`src/rtl/bb84_session_ctrl.sv`:
```
// bb84_session_ctrl: session controller for the BB84 key-exchange datapath.
// Each slot pulls one random triple {alice_bit, alice_basis, bob_basis},
// drives it into the core, samples Bob's bit and sifts matching-basis slots.
// Every CHECK_EVERY-th sifted bit is a check bit. Check mismatches are
// counted, and the session ends with a full key (DONE) or an abort.
// Optional feature: define BB84_SPY_EN to let spy_req, latched at start,
// enable the eavesdropper in the core for the whole session.
//
// Handshake: a triple transfers on a rising edge where rng_valid and
// rng_ready are both 1. rng_ready is 1 only in FETCH. The source may hold
// rng_valid low for any number of cycles.
module bb84_session_ctrl #(
    parameter int KEY_LEN     = 16,
    parameter int SLOT_MAX    = 64,
    parameter int CHECK_EVERY = 4,
    parameter int ERR_THRESH  = 2,
    parameter int DP_LAT      = 1
) (
    input  logic                         clk,
    input  logic                         rst_n,
    input  logic                         start,
    input  logic                         spy_req,
    input  logic                         rng_valid,
    input  logic [2:0]                   rng_data,
    output logic                         rng_ready,
    output logic                         dp_a,
    output logic                         dp_b,
    output logic                         dp_b1,
    output logic                         dp_spy,
    input  logic                         dp_a1,
    output logic [KEY_LEN-1:0]           key_out,
    output logic                         key_valid,
    output logic                         abort,
    output logic                         abort_cause,
    output logic [7:0]                   err_cnt,
    output logic [$clog2(SLOT_MAX+1)-1:0] slot_cnt,
    output logic                         busy
);

    localparam int SW = $clog2(SLOT_MAX + 1);
    localparam int KW = $clog2(KEY_LEN + 1);
    localparam int CW = $clog2(CHECK_EVERY);
    localparam int WW = $clog2(DP_LAT + 1);

    typedef enum logic [2:0] {
        S_IDLE   = 3'd0,
        S_FETCH  = 3'd1,
        S_DRIVE  = 3'd2,
        S_SAMPLE = 3'd3,
        S_DONE   = 3'd4,
        S_ABORT  = 3'd5
    } state_t;

    state_t               state_q, state_d;
    logic                 dp_a_q, dp_a_d;
    logic                 dp_b_q, dp_b_d;
    logic                 dp_b1_q, dp_b1_d;
    logic [WW-1:0]        wait_q, wait_d;
    logic [KEY_LEN-1:0]   key_q, key_d;
    logic [KW-1:0]        key_cnt_q, key_cnt_d;
    logic [CW-1:0]        phase_q, phase_d;
    logic [7:0]           err_q, err_d;
    logic [SW-1:0]        slot_q, slot_d;
    logic                 cause_q, cause_d;

    logic start_ok;
    logic hs;
    logic sifted;
    logic is_check;
    logic err_over;
    logic key_full;
    logic slots_out;

    // Session-level control conditions
    assign start_ok  = start && (state_q == S_IDLE || state_q == S_DONE || state_q == S_ABORT);
    assign hs        = (state_q == S_FETCH) && rng_valid;
    assign sifted    = (dp_b_q == dp_b1_q);
    assign is_check  = (phase_q == CW'(CHECK_EVERY - 1));
    assign err_over  = (err_d > 8'(ERR_THRESH));
    assign key_full  = (key_cnt_d == KW'(KEY_LEN));
    assign slots_out = (slot_d == SW'(SLOT_MAX));

    // Datapath next values: session clear, triple load, wait count, sifting
    always_comb begin
        dp_a_d    = dp_a_q;
        dp_b_d    = dp_b_q;
        dp_b1_d   = dp_b1_q;
        wait_d    = wait_q;
        key_d     = key_q;
        key_cnt_d = key_cnt_q;
        phase_d   = phase_q;
        err_d     = err_q;
        slot_d    = slot_q;
        cause_d   = cause_q;
        if (start_ok) begin
            key_d     = '0;
            key_cnt_d = '0;
            phase_d   = '0;
            err_d     = '0;
            slot_d    = '0;
            cause_d   = 1'b0;
        end
        if (hs) begin
            dp_a_d  = rng_data[2];
            dp_b_d  = rng_data[1];
            dp_b1_d = rng_data[0];
            wait_d  = WW'(DP_LAT);
        end
        if (state_q == S_DRIVE) begin
            wait_d = wait_q - WW'(1);
        end
        if (state_q == S_SAMPLE) begin
            slot_d = slot_q + SW'(1);
            if (sifted) begin
                if (is_check) begin
                    if (dp_a1 != dp_a_q && err_q != 8'hFF) begin
                        err_d = err_q + 8'd1;
                    end
                    phase_d = '0;
                end else begin
                    key_d     = {key_q[KEY_LEN-2:0], dp_a_q};
                    key_cnt_d = key_cnt_q + KW'(1);
                    phase_d   = phase_q + CW'(1);
                end
            end
            // The error-threshold abort wins over everything, so the budget
            // cause is recorded only when neither earlier outcome applies.
            if (!err_over && !key_full && slots_out) begin
                cause_d = 1'b1;
            end
        end
    end

    // Datapath registers
    always_ff @(posedge clk or negedge rst_n) begin
        if (!rst_n) begin
            dp_a_q    <= 1'b0;
            dp_b_q    <= 1'b0;
            dp_b1_q   <= 1'b0;
            wait_q    <= '0;
            key_q     <= '0;
            key_cnt_q <= '0;
            phase_q   <= '0;
            err_q     <= '0;
            slot_q    <= '0;
            cause_q   <= 1'b0;
        end else begin
            dp_a_q    <= dp_a_d;
            dp_b_q    <= dp_b_d;
            dp_b1_q   <= dp_b1_d;
            wait_q    <= wait_d;
            key_q     <= key_d;
            key_cnt_q <= key_cnt_d;
            phase_q   <= phase_d;
            err_q     <= err_d;
            slot_q    <= slot_d;
            cause_q   <= cause_d;
        end
    end

    // FSM state register
    always_ff @(posedge clk or negedge rst_n) begin
        if (!rst_n) begin
            state_q <= S_IDLE;
        end else begin
            state_q <= state_d;
        end
    end

    // FSM next state; SAMPLE decides on the post-update counters
    always_comb begin
        state_d = state_q;
        case (state_q)
            S_IDLE, S_DONE, S_ABORT: begin
                if (start) state_d = S_FETCH;
            end
            S_FETCH: begin
                if (rng_valid) state_d = S_DRIVE;
            end
            S_DRIVE: begin
                if (wait_q == WW'(1)) state_d = S_SAMPLE;
            end
            S_SAMPLE: begin
                if (err_over)       state_d = S_ABORT;
                else if (key_full)  state_d = S_DONE;
                else if (slots_out) state_d = S_ABORT;
                else                state_d = S_FETCH;
            end
            default: state_d = S_IDLE;
        endcase
    end

`ifdef BB84_SPY_EN
    logic spy_q, spy_d;

    // Eavesdropper enable latched for the session at start
    always_comb begin
        spy_d = spy_q;
        if (start_ok) spy_d = spy_req;
    end

    // Latched eavesdropper enable register
    always_ff @(posedge clk or negedge rst_n) begin
        if (!rst_n) spy_q <= 1'b0;
        else        spy_q <= spy_d;
    end
`else
    logic unused_spy_req;
    assign unused_spy_req = spy_req;
`endif

    // FSM outputs decoded from the current state
    always_comb begin
        rng_ready = (state_q == S_FETCH);
        busy      = (state_q == S_FETCH) || (state_q == S_DRIVE) || (state_q == S_SAMPLE);
        key_valid = (state_q == S_DONE);
        abort     = (state_q == S_ABORT);
`ifdef BB84_SPY_EN
        dp_spy    = spy_q && busy;
`else
        dp_spy    = 1'b0;
`endif
    end

    assign dp_a        = dp_a_q;
    assign dp_b        = dp_b_q;
    assign dp_b1       = dp_b1_q;
    assign key_out     = key_q;
    assign abort_cause = cause_q;
    assign err_cnt     = err_q;
    assign slot_cnt    = slot_q;

endmodule
```
`config.mk`:
```
export PLATFORM = sky130hd
export DESIGN_NAME = bb84_session_ctrl
export DESIGN_NICKNAME = d
export VERILOG_FILES = /design/src/rtl/bb84_session_ctrl.sv
export SDC_FILE = /design/constraint.sdc
export NUM_CORES = 1
export LEC_CHECK = 0
export ABC_CLOCK_PERIOD_IN_PS = 5200
export CAP_MARGIN = 20
export CORE_MARGIN = 4
export CORE_UTILIZATION = 55
export DETAILED_ROUTE_END_ITERATION = 16
export HOLD_SLACK_MARGIN = 0.1
export PLACE_DENSITY = 0.89
export SKIP_CTS_REPAIR_TIMING = 1
export SYNTH_ARGS = -nofsm -noshare
export SYNTH_HDL_FRONTEND = slang
export SYNTH_SLANG_ARGS = --single-unit
```
`constraint.sdc`:
```
create_clock -name clk -period 5.2 [get_ports clk]
set_input_delay 1.04 -clock clk [delete_from_list [all_inputs] [get_ports clk]]
set_output_delay 1.04 -clock clk [all_outputs]
set_load 0.02 [all_outputs]
```
* Yosys cells after proc, flatten, opt, wreduce, memory -nomap -nowiden
Index checks and enable logic that the tools add are counted.
Storage, ports and cells: bits in registers 46, input bits 9, output and inout port bits 40, word-level logic and storage cells 77
Operators by class: add/sub/neg operators 5, magnitude comparators 1, equal/unequal tests 14, multiplexer cells 31, reductions and logical operators 15
Operator list (count):
- $mux W16 | 4
- $mux W8 | 5
- $mux W5 | 4
- $mux W3 | 6
- $mux W7 | 2
- $pmux W3 S4 | 1
- $add A8 B1 Y8 const B | 1
- $gt A8 B2 Y1 const B | 1
- $mux W2 | 4
- $ne A8 B8 Y1 const B | 1
- $add A7 B1 Y7 const B | 1
- $eq A7 B7 Y1 const B | 1
- $eq A3 B2 Y1 const B | 2
- $eq A3 B3 Y1 const B | 2
- $ne A2 B2 Y1 const B | 3
- $add A5 B1 Y5 const B | 1
- $eq A5 B5 Y1 const B | 1
- $logic_and A1 B1 Y1 | 5
- $mux W1 | 5
- $logic_or A1 B1 Y1 | 4
- $eq A3 B1 Y1 const B | 1
- $logic_not A3 Y1 | 1
- $reduce_and A3 Y1 | 1
- $reduce_or A3 Y1 | 1
- 7 further kinds | 8

* Longest topological paths before layout
depth after elaboration 15, gate-level depth with buffers 8

* Worst setup path before layout
Ideal clock, no wire load.
path kind input port to flip-flop, start input dp_a1, end register state_q[0], setup time 0.137 ns, arrival time 2.226 ns, data required time 5.063 ns, path slack 2.836 ns, cell stages on the path 6, path buffers 0, path through xor2_1 and4_4 o21ai_2 a311o_1 a211oi_2 a22oi_1
Between the ends: longest elaborated chain between the ends 9
Ends and longest elaborated chain:
- from (decl) | line 30 | input logic dp_a1,
- $ne A1 B1 Y1 | line 116 | if (dp_a1 != dp_a_q && err_q != 8'hFF) begin
- $logic_and A1 B1 Y1 | line 116
- $mux W8 | line 116
- $mux W8 | line 115 | if (is_check) begin
- $mux W8 | line 114 | if (sifted) begin
- $mux W8 | line 112 | if (state_q == S_SAMPLE) begin
- via err_d[7] | line 62 | logic [7:0] err_q, err_d;
- $gt A8 B2 Y1 | line 79 | assign err_over = (err_d > 8'(ERR_THRESH));
- $mux W3 | line 184 | if (err_over) state_d = S_ABORT;
- $pmux W3 S4 | line 173 | case (state_q)
- to (signal assigned) | line 166 | state_q <= state_d;
- to (decl) | line 54 | state_t state_q, state_d;
The timed path passes the listed nets, and every way through them passes these cells. A chain may end at the register's enable or synchronous reset.

* Final worst setup path
start input start, end register cause_q, in the netlist abort_cause
Between the ends: longest elaborated chain between the ends 12, elaborated cells on any way between the ends 22, classes of those cells order compare: 1; eq/ne: 2; mux: 14; reduce/logical: 5
Ends and longest elaborated chain:
- from (decl) | line 21 | input logic start,
- $logic_and A1 B1 Y1 (*) | line 75 | assign start_ok = start && (state_q == S_IDLE || state_q == S_DONE || state_q == S_ABORT);
- $mux W8 | line 95 | if (start_ok) begin
- $mux W8 | line 116
- $mux W8 | line 115
- $mux W8 | line 114
- $mux W8 | line 112
- $gt A8 B2 Y1 | line 79
- $logic_not A1 Y1 | line 128 | if (!err_over && !key_full && slots_out) begin
- $logic_and A1 B1 Y1 (2 in a row) | line 128
- $mux W1 | line 128
- $mux W1 (*) | line 112
- via cause_d | line 64 | logic cause_q, cause_d;
- to (signal assigned) | line 157 | cause_q <= cause_d;
- to (decl) | line 64
The timed path passes the listed nets; every way through them passes the cells marked *.

==> run_results.csv <==
group,metric,value,unit
run_status,status,"finished clean",
timing,fmax,303,MHz
placed_design,hpwl,3840,um
drt,drcViolationCount,0,
synthesis,ys.flop_type,"dfrtp_1",
die,ioPinCount,49,
synthesis,netlist-cell-type-count,51,
finish,stdcell_count,368,
worst_setup_path,arrival,3.54,ns
pwr,seqPwrFrac,0.425,
drt,drtIter0Drc,193,
placed_design,place_area,0.00293,sq mm
cts,cts-root-buf,"clkbuf_8",
worst_setup_path,endpoint_kind,"flop",
cts,cts_made_buffers,5,
drt,top_layer_used,"met4",
global_routing,grt_pass1_vias,2030,
worst_hold_path,whs_path_depth,2,
synthesis,yosys-top-cells-area,"dfrtp_1, nand2_1, nand3_1",
worst_setup_path,crit_fanout,32,
finish,drive_above_1_share,0.0696,
drt,routedWlPerCell,15.1,um
timing,final.min_clock_period,3.30,ns
worst_setup_path,critPathRequiredTime,5.44,ns
finish,syn_to_final_growth,22.4,%
synthesis,synthArstFlopShare,1.00,
placed_design,place_inst,359,
timing,hold_slack,0.505,ns
placed_design,place_congestion,0.873,
timing,fin_crit_sh,0.635,
drt,viasPerCell,5.98,
global_routing,grt_start_max_net_pins,47,
timing,hold_violations,0,
timing,worstMarginPinSlew,1.07,ns
finish,postLayoutCoreUtil,0.697,
cts,clockBufferDepth,2,
timing,rsz0062_at_grt,"false",
timing,setup_viol,0,
cts,insertion_delay,0.30,ns
timing,fin_ws,1.90,ns
die,initial_core_util,0.570,
synthesis,yosysMostFrequentCell,"nand2_1",
timing,slew_violations,0,
cts,htree_levels,2,
synthesis,syn_area,0.00248,sq mm
synthesis,ys_seq_area_frac,0.464,
die,rows,24,
drt,finalWirelength,5550,um
drt,wl_met3,324,um
cts,cts.sinks,46,
drt,drtAntennaViolNets,0,
placed_design,dp_slack,1.61,ns
pwr,p_per_area,387,mW/mm^2
finish,design_area,0.00304,sq mm
drt,wl_met1,2500,um
finish,n_fill_cell,342,
drt,dr.pass1.iters,4,
drt,met2_length,2630,um
pwr,p_sw,479,uW
synthesis,synth-warning-count,0,
timing,clock_skew,0.00703,ns
die,die_w,75.2,um
drt,via_count,2201,
die,coreArea,0.00435,sq mm
worst_setup_path,reg2reg_depth,6,
worst_setup_path,worstSetupStartpointType,"input port",
global_routing,grt_pass1_wl,9230,um
finish,final_nets,328,
synthesis,synth-seq-cells,46,
synthesis,synth.avg_cell_area,8.96,sq um
pwr,p_sw_frac,0.408,
synthesis,synth_top_area_share,0.464,
synthesis,synthCells,277,
cts,clk_pin_slew,0.08,ns
finish,n_antenna_cell,0,
die,fp.dieH,75.2,um
timing,setup_tns,0,ns
cts,cts_tree,"done",
pwr,finalPower,1.17,mW
pwr,combPwrFrac,0.393,
synthesis,synth_common_cells,"nand2_1, dfrtp_1, nand3_1",
synthesis,yosys.area.top_type,"dfrtp_1",
pwr,ir_drop,0.312,mV
placed_design,io_buffers,46,
pwr,pwr-share-clk,0.182,
pwr,intPower,696,uW
global_routing,antenna_found_initial,0,
worst_setup_path,crit_type,"input port to flop",
synthesis,syn_nets,290,
worst_hold_path,hp-class,"flop to flop",
timing,slew_headroom,0.280,
die,die-area,0.00565,sq mm
global_routing,overflow,0,
global_routing,track_usage,0.209,
synthesis,synth-edff-count,0,
flow_run,maxCapViolations,0,
pwr,power.leakage,1.33,nW
power by group through the flow:
stage	clock (mW)	combinational (mW)	sequential, mW
CTS	0.219	0.462	0.499
detailed placement	0	0.457	0.505
floorplan	0	0.290	0.514
global placement	0	0.446	0.500
finish	0.214	0.461	0.499
global route	0.232	0.506	0.512
worst max-delay path: stages:
cell	delay [ns]
clkdlybuf4s50_1	0.50
nor2b_1	0.23
nand2_1	0.65
a221oi_1	0.71
nor3b_1	0.24
a22o_1	0.16
layout by cell type, fill, tap and decap left out, types with 4 or more instances in the layout:
cell type / count
nand2b_1: 4
mux2_2: 4
a21oi_1: 6
nand2_1: 54
xnor2_1: 4
inv_1: 4
nand3_1: 29
nand4_1: 5
nor2_1: 17
ha_1: 4
o21ai_0: 22
clkbuf_8: 5
nor3_1: 4
clkdlybuf4s50_1: 45
dfrtp_1: 46
mux2i_1: 5
and3_1: 6
layout make-up:
type / instances / area (sq um) / area share
sequential: 46 / 1150 / 0.379
multi-input combinational: 211 / 1240 / 0.410
tap: 52 / 65.1 / 0.0214
timing repair buffer: 47 / 475 / 0.157
inverter: 4 / 15.0 / 0.00494
clock inverter: 2 / 13.8 / 0.00453
clock buffer: 6 / 72.6 / 0.0239
cells by family (layout without fill, tap and decap cells):
group,Yosys count,after routing,synth area share
AOI/OAI and AO/OA,51,51,0.135
xor gates and xnor gates,7,7,0.0247
adders and majority gates,4,4,0.0202
buffers and inverters,20,59,0.0383
DFF,46,46,0.464
muxes,9,9,0.0383
other,1,1,0.00151
and+or+nand+nor,139,139,0.278
sequential cells by signal (all words and copies together), names as in the netlist:
signal / count
key_out: 16
err_cnt: 8
slot_cnt: 7
key_cnt_q: 5
state_q: 3
phase_q: 2
abort_cause: 1
dp_a: 1
dp_b: 1
dp_b1: 1
wait_q: 1
metal layers:
| layer | up-vias | global-route usage |
|---|---|---|
| li1 | 1064 | - |
| met5 | - | 0 |
| met3 | 11 | 0.0454 |
| met1 | 1046 | 0.281 |
| met4 | 0 | 0.0835 |
| met2 | 80 | 0.331 |
path summary, 6_finish.rpt:
check,startpoint,to,slack [ns]
min in group asynchronous,rst_n,key_out[12],0.62
min reg2reg,key_out[8],key_out[9],0.50
max reg2reg,phase_q[0],state_q[0],2.40
max in group asynchronous,rst_n,err_cnt[3],4.10
max,start,abort_cause,1.90
min,key_out[8],key_out[9],0.50
Note: power is estimated with default switching activity, not from simulation.
